$ cat src/rtl/terminal_pkg.sv
// Shared definitions for the terminal character path: sender FSM encoding,
// ASCII constants and the case-folding helper applied on FIFO write.
package terminal_pkg;

  localparam int unsigned CHAR_W = 7;

  localparam logic [CHAR_W-1:0] CR          = 7'h0D;
  localparam logic [CHAR_W-1:0] LOWER_A     = 7'h61;
  localparam logic [CHAR_W-1:0] LOWER_Z     = 7'h7A;
  localparam logic [CHAR_W-1:0] CASE_OFFSET = 7'h20;

  typedef enum logic [1:0] {
    StIdle    = 2'd0,
    StSetup   = 2'd1,
    StStrobe  = 2'd2,
    StRelease = 2'd3
  } sender_state_e;

  // Only a..z are folded; everything else, CR and DEL included, passes through.
  function automatic logic [CHAR_W-1:0] to_upper(input logic [CHAR_W-1:0] c);
    if (c >= LOWER_A && c <= LOWER_Z) begin
      return c - CASE_OFFSET;
    end
    return c;
  endfunction

endpackage

$ cat src/rtl/char_fifo.sv
// Synchronous character FIFO. A pop frees a slot before a same-cycle push is
// judged, and a pop on an empty FIFO is ignored.
module char_fifo
  import terminal_pkg::*;
#(
  parameter int unsigned DEPTH = 16,
  parameter int unsigned WIDTH = CHAR_W
) (
  input  logic                     clk,
  input  logic                     rst,
  input  logic                     push,
  input  logic [WIDTH-1:0]         din,
  input  logic                     pop,
  output logic [WIDTH-1:0]         dout,
  output logic                     empty,
  output logic                     full,
  output logic [$clog2(DEPTH):0]   count
);

  localparam int unsigned PtrW = $clog2(DEPTH);
  localparam int unsigned CntW = PtrW + 1;

  logic [WIDTH-1:0] mem_q [DEPTH];
  logic [PtrW-1:0]  wr_ptr_q;
  logic [PtrW-1:0]  rd_ptr_q;
  logic [CntW-1:0]  count_q;
  logic             do_push;
  logic             do_pop;

  always_comb begin
    empty   = (count_q == '0);
    full    = (count_q == CntW'(DEPTH));
    do_pop  = pop && !empty;
    do_push = push && (!full || do_pop);
    dout    = mem_q[rd_ptr_q];
    count   = count_q;
  end

  always_ff @(posedge clk) begin
    if (do_push) begin
      mem_q[wr_ptr_q] <= din;
    end
  end

  // Power-of-two depth lets the pointers wrap by plain overflow.
  always_ff @(posedge clk) begin
    if (rst) begin
      wr_ptr_q <= '0;
      rd_ptr_q <= '0;
      count_q  <= '0;
    end else begin
      if (do_push) begin
        wr_ptr_q <= wr_ptr_q + PtrW'(1);
      end
      if (do_pop) begin
        rd_ptr_q <= rd_ptr_q + PtrW'(1);
      end
      unique case ({do_push, do_pop})
        2'b10:   count_q <= count_q + CntW'(1);
        2'b01:   count_q <= count_q - CntW'(1);
        default: count_q <= count_q;
      endcase
    end
  end

endmodule

$ cat src/rtl/terminal_char_sender.sv
// Queues ASCII characters and hands them to the video terminal one at a time
// using the rd/DA strobe handshake paced by the terminal's RDA flag.
module terminal_char_sender
  import terminal_pkg::*;
#(
  parameter int unsigned FIFO_DEPTH   = 16,
  parameter int unsigned SETUP_CYCLES = 2,
  parameter int unsigned ACK_TIMEOUT  = 4096,
  parameter bit          UPCASE       = 1'b1
) (
  input  logic              clk,
  input  logic              rst,
  input  logic              wr_en,
  input  logic [CHAR_W-1:0] wr_data,
  output logic              full,
  output logic              overflow,
  input  logic              rda_in,
  output logic [CHAR_W-1:0] rd_out,
  output logic              da_out,
  output logic              busy,
  output logic              timeout
);

  localparam int unsigned CntW      = $clog2(ACK_TIMEOUT + SETUP_CYCLES + 1);
  localparam logic [CntW-1:0] SetupLast = CntW'(SETUP_CYCLES - 1);
  localparam logic [CntW-1:0] AckLast   = CntW'(ACK_TIMEOUT - 1);
  localparam int unsigned FifoCntW  = $clog2(FIFO_DEPTH) + 1;

  sender_state_e         state_q;
  logic [CntW-1:0]       cnt_q;
  logic [CHAR_W-1:0]     rd_out_q;
  logic                  da_q;
  logic                  timeout_q;
  logic                  overflow_q;
  logic                  rda_meta_q;
  logic                  rda_s_q;

  logic [CHAR_W-1:0]     wr_char;
  logic [CHAR_W-1:0]     fifo_dout;
  logic                  fifo_empty;
  logic                  fifo_full;
  logic [FifoCntW-1:0]   fifo_count;
  logic                  pop;

  always_comb begin
    wr_char = UPCASE ? to_upper(wr_data) : wr_data;
    pop     = (state_q == StIdle) && !fifo_empty && rda_s_q;
  end

  char_fifo #(
    .DEPTH (FIFO_DEPTH),
    .WIDTH (CHAR_W)
  ) u_fifo (
    .clk   (clk),
    .rst   (rst),
    .push  (wr_en),
    .din   (wr_char),
    .pop   (pop),
    .dout  (fifo_dout),
    .empty (fifo_empty),
    .full  (fifo_full),
    .count (fifo_count)
  );

  // rda_in comes from the terminal's own clock domain.
  always_ff @(posedge clk) begin
    if (rst) begin
      rda_meta_q <= 1'b0;
      rda_s_q    <= 1'b0;
    end else begin
      rda_meta_q <= rda_in;
      rda_s_q    <= rda_meta_q;
    end
  end

  // Only writes actually dropped count; a same-cycle pop makes room.
  always_ff @(posedge clk) begin
    if (rst) begin
      overflow_q <= 1'b0;
    end else if (wr_en && fifo_full && !pop) begin
      overflow_q <= 1'b1;
    end
  end

  always_ff @(posedge clk) begin
    if (rst) begin
      state_q   <= StIdle;
      cnt_q     <= '0;
      rd_out_q  <= '0;
      da_q      <= 1'b0;
      timeout_q <= 1'b0;
    end else begin
      timeout_q <= 1'b0;
      unique case (state_q)
        StIdle: begin
          if (pop) begin
            rd_out_q <= fifo_dout;
            cnt_q    <= '0;
            state_q  <= StSetup;
          end
        end
        StSetup: begin
          if (cnt_q == SetupLast) begin
            cnt_q   <= '0;
            da_q    <= 1'b1;
            state_q <= StStrobe;
          end else begin
            cnt_q <= cnt_q + CntW'(1);
          end
        end
        StStrobe: begin
          if (!rda_s_q) begin
            da_q    <= 1'b0;
            state_q <= StRelease;
          end else if (cnt_q == AckLast) begin
            da_q      <= 1'b0;
            timeout_q <= 1'b1;
            state_q   <= StRelease;
          end else begin
            cnt_q <= cnt_q + CntW'(1);
          end
        end
        StRelease: begin
          if (rda_s_q) begin
            state_q <= StIdle;
          end
        end
        default: state_q <= StIdle;
      endcase
    end
  end

  always_comb begin
    rd_out   = rd_out_q;
    da_out   = da_q;
    timeout  = timeout_q;
    overflow = overflow_q;
    full     = fifo_full;
    busy     = (state_q != StIdle) || (fifo_count != '0);
  end

endmodule

$ cat config.mk
export PLATFORM = sky130hd
export DESIGN_NAME = terminal_char_sender
export DESIGN_NICKNAME = d
export VERILOG_FILES = /design/src/rtl/terminal_pkg.sv /design/src/rtl/char_fifo.sv /design/src/rtl/terminal_char_sender.sv
export SDC_FILE = /design/constraint.sdc
export NUM_CORES = 1
export LEC_CHECK = 0
export BUFFER_PORTS_ARGS = -buffer_cell sky130_fd_sc_hd__buf_2
export CAP_MARGIN = 25
export CORE_ASPECT_RATIO = 1.5
export CORE_UTILIZATION = 38
export DETAILED_ROUTE_END_ITERATION = 8
export GPL_ROUTABILITY_DRIVEN = 0
export GPL_TIMING_DRIVEN = 0
export MAX_ROUTING_LAYER = met4
export SYNTH_ARGS = -nofsm -noshare
export SYNTH_HDL_FRONTEND = slang
export SYNTH_SLANG_ARGS = --single-unit
export TNS_END_PERCENT = 20
$ cat constraint.sdc
create_clock -name clk -period 3.2 [get_ports clk]
set_input_delay 0.16 -clock clk [delete_from_list [all_inputs] [get_ports clk]]
set_output_delay 0.16 -clock clk [all_outputs]
set_load 0.02 [all_outputs]
==> results of run 1 <==
-- flip-flops by register name, indices dropped and copies added, names as in the netlist --
register,cells
u_fifo.count,5
da_out,1
u_fifo.mem_q,112
rda_s_q,1
rda_meta_q,1
overflow,1
rd_out,7
u_fifo.wr_ptr_q,4
cnt_q,13
state_q,2
timeout,1
u_fifo.rd_ptr_q,4
-- cell type report --
cell class	count	area share
inverter	17	0.008472
multi-input combinational	267	0.2897
clock buffer	17	0.05648
buffer	22	0.01561
clock inverter	13	0.01977
sequential	152	0.5528
timing repair buffer	29	0.02226
tap	210	0.03488
-- report_power, final --
part	switching [mW]	total, mW	internal, mW
Clock	0.815	1.97	1.15
Sequential	0.0347	2.20	2.17
Combinational	0.280	0.461	0.181
-- worst max-delay path: cells and delay by family, from the launching register on --
family | cells | cell delay, ns
AO/OA/AOI/OAI | 3 | 0.34
XOR/XNOR | 2 | 0.29
adder cells (fa/ha/maj) | 3 | 0.77
buffers and inverters | 3 | 0.41
flip-flops | 1 | 0.38
AND/OR/NAND/NOR | 3 | 0.61
-- worst paths after layout --
check                         end  slack (ns)  depth (start not counted)
setup / recovery  u_fifo.count[4]        0.27                         14
hold / removal           cnt_q[3]        0.08                          3
setup reg to reg  u_fifo.count[4]        0.27                         14
hold reg to reg           rda_s_q        0.46                          1
-- logic make-up after synthesis --
group                    Yosys count  synth area share
XOR/XNOR                          10           0.01343
flip-flops                       152            0.6386
buffers and inverters             40           0.02840
AND/OR/NAND/NOR                  126            0.1034
adder cells (fa/ha/maj)           15           0.02879
AO/OA/AOI/OAI                     83           0.08271
multiplexers                      33            0.1046
-- routing by layer --
metal | GRT usage | wire length [um] | vias up
li1 | - | - | 1863
met3 | 0.04082 | 561 | 18
met1 | 0.2120 | 5959 | 2022
met5 | - | 0 | -
met2 | 0.3053 | 7526 | 104
met4 | 0.06818 | 244 | 0
-- what timing repair did --
item / CTS / global route
hold buffers: 2 / 0
resized for setup: 0 / 2
setup endpoints to repair: 0 / 2
hold endpoints to repair: 2 / 0
-- through the flow --
step / setup WS (ns) / instance area [um^2] / hold WS (ns)
6_report: 0.2669 / 7532 / 0.07836
5_1_grt: 0.04443 / 7532 / 0.08594
4_1_cts: 0.01929 / 7525 / 0.06889
3_5_place_dp: 0.04382 / 6930 / 0.3840
3_3_place_gp: 0.1292 / 6888 / 0.3812
2_1_floorplan: 0.4186 / 6520 / 0.2589
-- cell usage in the layout (no fill, tap or decap), types with 6 or more instances in the layout --
cell / count
or3_1: 6
inv_1: 16
nor2_1: 39
clkbuf_16: 17
o21ai_1: 6
edfxtp_1: 112
dfxtp_1: 40
nor2b_1: 7
nand2_1: 22
a21oi_1: 31
nand3_1: 10
mux4_2: 28
a22oi_1: 14
clkbuf_1: 11
or4_1: 7
buf_2: 29
ha_1: 14
buf_4: 6
xor2_1: 7
a31oi_1: 7
==> results.json, run 1 <==
{
  "io_buffers": 21,
  "place_inst": 696,
  "crit_top_cell": "ha_1",
  "setup_violations": 0,
  "worstSetupStartpoint": "state_q[0]",
  "cts.clk_slew.worst_paths_ns": 0.06,
  "outcome": "finished clean",
  "synth_cell_types": 56,
  "cts_setup_buffers": 0,
  "dieArea_um2": 17700,
  "finalCritPeriodShare": 0.9166,
  "dp_hpwl_um": 9843,
  "rows": 58,
  "initial_core_util": 0.3889,
  "rsz0062_at_grt": "no",
  "critical_path.cell_chain": "inv_1 -> ha_1 -> nand2_1 -> a21o_1 -> buf_2 -> inv_2 -> ha_2 -> xor2_1 -> ha_1 -> or3b_1 -> a21oi_1 -> o21ai_1 -> xnor2_1 -> nor2_1",
  "hold_path.class": "in -> reg",
  "core_area_um2": 16760,
  "crit_type": "reg -> reg",
  "cts_buffer_depth": 2,
  "drtPass1Iterations": 5,
  "vias": 4007,
  "synth_largest_area_cell": "edfxtp_1",
  "vdd_drop_max_uv": 305.5,
  "relSlewSlack": 0.3178,
  "power_density_nw_per_um2": 614.3,
  "cts_tree": "built",
  "finalHoldViolCount": 0,
  "cp-start-kind": "register",
  "clock_sinks": 152,
  "die_height_um": 162.4,
  "grt_max_degree": 21,
  "yosysMostFrequentCell": "edfxtp_1",
  "worst_slew_pin_slew_ns": 1.023,
  "pin_count": 23,
  "r2r_start": "state_q[0]",
  "hp-start": "rst",
  "skew_ns": 0.006257,
  "drv_cap": 0,
  "slowest_delay_ns": 0.38,
  "drive_gt1_frac": 0.2012,
  "wirelength_um": 14290,
  "period_minus_slack_ns": 2.933,
  "clk_latency_ns": 0.42,
  "avgViaCountPerCell": 5.512,
  "syn_nets": 485,
  "syn_area_um2": 6520,
  "utilization": 0.4493,
  "synth_top_cells_by_count": "edfxtp_1, dfxtp_1, nor2_1",
  "yosys-top-cells-area": "edfxtp_1, dfxtp_1, mux4_2",
  "instances_no_fill": 727,
  "ant_nets": 0,
  "fmax_mhz": 340.9,
  "worstSetupEndpointType": "register",
  "fp.dieW_um": 109.0,
  "ys_seq_area_frac": 0.6386,
  "yosysWarnings": 0,
  "wl_per_cell_um": 19.66,
  "drc": 0,
  "antenna_found_initial": 0,
  "area.sequential_um2": 4164,
  "diodes": 0,
  "nets": 532,
  "htree_levels": 4,
  "finalSetupTns_ns": 0,
  "first_iter_violations": 336,
  "syn_to_final_growth_pct": 15.52,
  "p_leak_nw": 2.514,
  "grt-ovfl-total": 0,
  "total_power_mw": 4.627,
  "ys_dominant_reg_cell": "edfxtp_1",
  "fillerInstances": 1520,
  "synth_edf_count": 112,
  "synth-seq-cells": 152,
  "slew_viol_final": 0,
  "crit_slowest_cell": "dfxtp_1",
  "crit_required_ns": 3.49,
  "ctsRootBufferMaster": "clkbuf_16",
  "syn_inst": 459,
  "multi_input_area_um2": 2182,
  "grt_pass1_vias": 4120,
  "numCtsBuffers": 17,
  "worstPathMaxFanout": 9,
  "yosysTopAreaCellShare": 0.5158,
  "cp.arrival_ns": 3.22,
  "gr-usage-all-layers": 0.1825,
  "async_reset_ff_frac": 0,
  "synth_area_per_cell_um2": 14.20,
  "grt_first_pass_wirelength_um": 22760
}
(Power assumes the default switching activity.)
==> inputs of run 2 (changes only) <==
- CTS_CLUSTER_SIZE: default -> 28
- GPL_TIMING_DRIVEN: 0 -> default
- HOLD_SLACK_MARGIN: default -> 0.06
==> run 2 against run 1 <==
Net effect:
- sequential power about the same
- design area is 0.86% lower
- worst setup slack improved by 0.13 ns
==> results.json, run 2 (synthesis gave the netlist of run 1 again) <==
{
  "drv_cap": 0,
  "avgViaCountPerCell": 5.429,
  "htree_levels": 4,
  "fmax_mhz": 357.1,
  "hp-start": "wr_data[2]",
  "fp.dieW_um": 109.0,
  "gr-usage-all-layers": 0.1683,
  "cts_tree": "built",
  "grt-ovfl-total": 0,
  "clk_latency_ns": 0.42,
  "clock_sinks": 152,
  "wirelength_um": 13230,
  "power_density_nw_per_um2": 612.7,
  "relSlewSlack": 0.4268,
  "vias": 3882,
  "core_area_um2": 16760,
  "initial_core_util": 0.3889,
  "diodes": 0,
  "period_minus_slack_ns": 2.800,
  "cp-start-kind": "register",
  "worst_slew_pin_slew_ns": 0.8598,
  "r2r_end": "u_fifo.count[4]",
  "cts_setup_buffers": 0,
  "io_buffers": 22,
  "finalCritPeriodShare": 0.8751,
  "r2r_cells": 13,
  "antenna_found_initial": 0,
  "finalSetupTns_ns": 0,
  "nets": 518,
  "dp_hpwl_um": 8550,
  "syn_to_final_growth_pct": 14.53,
  "outcome": "finished clean",
  "pin_count": 23,
  "regMostFlops": "u_fifo.mem_q",
  "ctsRootBufferMaster": "clkbuf_16",
  "finalHoldViolCount": 0,
  "slew_viol_final": 0,
  "first_iter_violations": 218,
  "instances_no_fill": 715,
  "grt_first_pass_wirelength_um": 21150,
  "drtPass1Iterations": 5,
  "cts_buffer_depth": 2,
  "dieArea_um2": 17700,
  "skew_ns": 0.01186,
  "whs_path_depth": 1,
  "drive_gt1_frac": 0.2040,
  "grt_max_degree": 47,
  "r2r_setup_slack_ns": 0.40,
  "place_inst": 681,
  "rsz0062_at_grt": "no",
  "worstSetupEndpointType": "register",
  "die_height_um": 162.4,
  "setup_violations": 0,
  "final_cell_mix": "edfxtp_1, nor2_1, dfxtp_1, a21oi_1, mux4_2",
  "layout.cells.most_common": "edfxtp_1",
  "largest_reg_flops": 112,
  "cp.arrival_ns": 3.08,
  "p_leak_nw": 2.491,
  "ant_nets": 0,
  "crit_required_ns": 3.48,
  "vdd_drop_max_uv": 366.3,
  "r2r_start": "state_q[0]",
  "cts.clk_slew.worst_paths_ns": 0.07,
  "min_to": "u_fifo.mem_q[10][2]",
  "rows": 58,
  "worstPathMaxFanout": 9,
  "grt_pass1_vias": 3946,
  "crit_type": "reg -> reg",
  "wl_per_cell_um": 18.50,
  "hold_path.class": "in -> reg",
  "drc": 0,
  "numCtsBuffers": 17
}
[run 2: cell types whose count changed in the layout (fill, tap and decap cells not counted), sizes merged]
| cell | previous run | this run |
|---|---|---|
| clkbuf | 29 | 17 |
| inv | 21 | 25 |
| buf | 36 | 35 |
| dlygate4sd1 | 1 | 0 |
| clkinvlp | 3 | 2 |
| bufinv | 2 | 1 |
[run 2: worst max-delay path by stage]
stage                           from  slack (ns)               to  cells past startpoint
after floorplan           state_q[0]        0.42  u_fifo.count[4]                     14
after global placement    state_q[0]        0.52  u_fifo.count[4]                     13
after detailed placement  state_q[0]        0.41  u_fifo.count[4]                     13
after CTS                 state_q[0]        0.39  u_fifo.count[4]                     13
after global routing      state_q[0]        0.15  u_fifo.count[4]                     13
final                     state_q[0]        0.40  u_fifo.count[4]                     13
[run 2: final cells by class]
class	instances	area (um^2)
clock buffers	17	425.4
clock inverters	15	138.9
fillers	1489	9296
inverters	17	63.81
multi-input cells	267	2171
flip-flops and latches	152	4165
well taps	210	262.8
repair buffers	37	240.2
[run 2: worst max-delay path, stage by stage, from the launching register on]
cell,delay (ns)
dfxtp_1,0.33
inv_1,0.10
ha_1,0.26
nand2_1,0.13
a31oi_2,0.24
inv_1,0.08
ha_1,0.30
xor2_1,0.19
ha_1,0.26
or3b_1,0.37
a21oi_1,0.14
o21ai_1,0.09
xnor2_1,0.13
nor2_1,0.05
[run 2: metal layers]
layer | GRT usage | routed length, um | vias up
met5 | - | 0 | -
met4 | 0.06818 | 246 | 0
met3 | 0.03721 | 458 | 18
met2 | 0.2702 | 6797 | 81
met1 | 0.2041 | 5724 | 1945
li1 | - | - | 1838
[run 2: what timing repair did]
| action | in CTS | in global routing |
|---|---|---|
| endpoints found under the hold margin | 2 | 0 |
| hold buffers | 2 | 0 |
| resized for setup | 0 | 0 |
[run 2: through the flow]
step / hold slack (ns) / utilization / total power, mW / cell area (um^2) / worst slack, ns
6_report: 0.1560 / 0.4454 / 4.575 / 7467 / 0.3996
3_3_place_gp: 0.4171 / 0.4106 / 2.674 / 6883 / 0.5232
4_1_cts: 0.1417 / 0.4454 / 4.622 / 7467 / 0.3911
2_1_floorplan: 0.2589 / - / 2.550 / 6520 / 0.4186
3_5_place_dp: 0.4249 / 0.4106 / 2.691 / 6883 / 0.4063
5_1_grt: 0.1523 / 0.4454 / 4.744 / 7467 / 0.1463
[run 2: where the power goes]
part | internal [mW] | switching [mW] | leakage [nW]
Combinational | 0.182 | 0.257 | 0.882
Clock | 1.09 | 0.843 | 0.273
Sequential | 2.16 | 0.0434 | 1.34
Total | 3.43 | 1.14 | 2.49
==> inputs of run 3 (changes only) <==
- CELL_PAD_IN_SITES_DETAIL_PLACEMENT: default -> 1
- CELL_PAD_IN_SITES_GLOBAL_PLACEMENT: default -> 1
- PLACE_DENSITY_LB_ADDON: default -> 0.1
==> run 3 against run 2 <==
Net effect:
- cell count unchanged
- maximum frequency fell by 0.12%
- clock-buffer cell count unchanged
- clock power about the same
- sequential share of layout area rose by 0.19 points
- non-clock buffer count is the same
- sequential cell count is the same
- total power is 0.37% lower
==> results.json, run 3 (synthesis gave the netlist of run 1 again) <==
{
  "route.met3.wl_um": 309,
  "grt_max_degree": 47,
  "fillerInstances": 1715,
  "post_cts_resized": 0,
  "vdd_drop_max_uv": 400.5,
  "cp.arrival_ns": 3.09,
  "top_layer_used": "met4",
  "grt_pass1_vias": 4128,
  "power_switching_mw": 1.191,
  "r2r_setup_slack_ns": 0.40,
  "drc": 0,
  "first_iter_violations": 176,
  "rsz0062_at_grt": "no",
  "grt-ovfl-total": 0,
  "drv_cap": 0,
  "finalHoldViolCount": 0,
  "instances_no_fill": 715,
  "pin_count": 23,
  "wl_met1_um": 6136,
  "slew_viol_final": 0,
  "clockPowerShare": 0.418,
  "gr-usage-all-layers": 0.1856,
  "cts_setup_buffers": 0,
  "p_seq_frac": 0.485,
  "r2r_start": "state_q[0]",
  "skew_ns": 0.01019,
  "total_power_mw": 4.558,
  "relSlewSlack": 0.4133,
  "place_inst": 681,
  "largest_reg_flops": 112,
  "nets": 518,
  "regMostFlops": "u_fifo.mem_q",
  "r2r_end": "u_fifo.count[4]",
  "htree_levels": 4,
  "initial_core_util": 0.3889,
  "p_leak_nw": 2.487,
  "wl_per_cell_um": 20.37,
  "worst_slew_pin_slew_ns": 0.8800,
  "cts_tree": "built",
  "final_cell_mix": "edfxtp_1, nor2_1, dfxtp_1, a21oi_1, mux4_2",
  "drive_gt1_frac": 0.2059,
  "dp_hpwl_um": 9590,
  "ctsRootBufferMaster": "clkbuf_16",
  "period_minus_slack_ns": 2.804,
  "intPower_mw": 3.367,
  "cp-start-kind": "register",
  "r2r_cells": 13,
  "wirelength_um": 14570,
  "finalCritPeriodShare": 0.8762,
  "layout.cells.most_common": "edfxtp_1",
  "drtPass1Iterations": 4,
  "ant_nets": 0,
  "min_to": "u_fifo.mem_q[3][4]",
  "hold_path.class": "in -> reg",
  "io_buffers": 22,
  "diodes": 0,
  "place_area_um2": 6870,
  "grt_first_pass_wirelength_um": 22950,
  "whs_path_depth": 1,
  "die_height_um": 162.4,
  "crit_required_ns": 3.48,
  "fmax_mhz": 356.7,
  "swShare": 0.2612,
  "wl_met2_um": 7908,
  "combPwrFrac": 0.097,
  "numCtsBuffers": 17,
  "clk_latency_ns": 0.43,
  "antenna_found_initial": 0,
  "setup_violations": 0,
  "finalSetupTns_ns": 0,
  "multi_input_area_um2": 2171,
  "crit_type": "reg -> reg",
  "hp-start": "wr_data[4]",
  "dieArea_um2": 17700,
  "cts.clk_slew.worst_paths_ns": 0.07,
  "rows": 58,
  "vias": 3911,
  "worstPathMaxFanout": 9,
  "syn_to_final_growth_pct": 14.14,
  "area.sequential_um2": 4165,
  "clock_sinks": 152,
  "worstSetupEndpointType": "register",
  "fp.dieW_um": 109.0,
  "cts_buffer_depth": 2,
  "final_area_um2": 7442,
  "avgViaCountPerCell": 5.470,
  "power_density_nw_per_um2": 612.5,
  "utilization": 0.4439,
  "cts_hold_buf": 2,
  "outcome": "finished clean",
  "core_area_um2": 16760
}
## run 3: cell count changes in the layout (fill, tap and decap cells not counted)
cell / before / now
clkinvlp_4: 2 / 1
inv_6: 7 / 9
buf_4: 12 / 13
clkinv_1: 2 / 1
buf_12: 1 / 0
bufinv_16: 1 / 0
inv_8: 1 / 2
## run 3: worst max path at each step
stage | from | endpoint | cells after the start
2_1_floorplan | state_q[0] | u_fifo.count[4] | 14
3_3_place_gp | u_fifo.count[0] | u_fifo.count[4] | 11
5_1_grt | state_q[0] | u_fifo.count[4] | 13
4_1_cts | state_q[0] | u_fifo.count[4] | 13
6_report | state_q[0] | u_fifo.count[4] | 13
3_5_place_dp | state_q[0] | u_fifo.count[4] | 13
## run 3: area by class of cell
type / instances / share of cell area
Inverter: 17 / 0.008574
Clock inverter: 15 / 0.01698
Multi-Input combinational cell: 267 / 0.2917
Timing Repair Buffer: 37 / 0.03060
Clock buffer: 17 / 0.05716
Tap cell: 210 / 0.03531
Sequential cell: 152 / 0.5597
## run 3: power by group through the flow
| stage | Combinational (mW) | Sequential (mW) | Clock (mW) |
|---|---|---|---|
| finish | 0.443 | 2.21 | 1.91 |
| global route | 0.494 | 2.22 | 2.01 |
| CTS | 0.451 | 2.21 | 1.95 |
| detailed placement | 0.447 | 2.25 | 0 |
| global placement | 0.433 | 2.25 | 0 |
| floorplan | 0.312 | 2.24 | 0 |
## run 3: layer usage
layer  track usage  vias to the layer above
met5             -                        -
li1              -                     1836
met3       0.04002                       17
met4       0.06020                        0
met2        0.3230                       45
met1        0.2088                     2013
## run 3: critical path: stages, from the launching register on
cell	delay, ns
dfxtp_1	0.33
inv_1	0.11
ha_1	0.26
nand2_1	0.13
a31oi_2	0.23
inv_1	0.08
ha_1	0.30
xor2_1	0.18
ha_1	0.25
or3b_1	0.37
a21oi_1	0.14
o21ai_1	0.09
xnor2_1	0.14
nor2_1	0.05
## run 3: metrics by stage
step	hold WS (ns)	worst slack [ns]
after detailed placement	0.3790	0.3946
after floorplan	0.2589	0.4186
after CTS	0.1480	0.3736
after global placement	0.3831	0.4881
after global routing	0.1612	0.1016
final	0.1613	0.3962
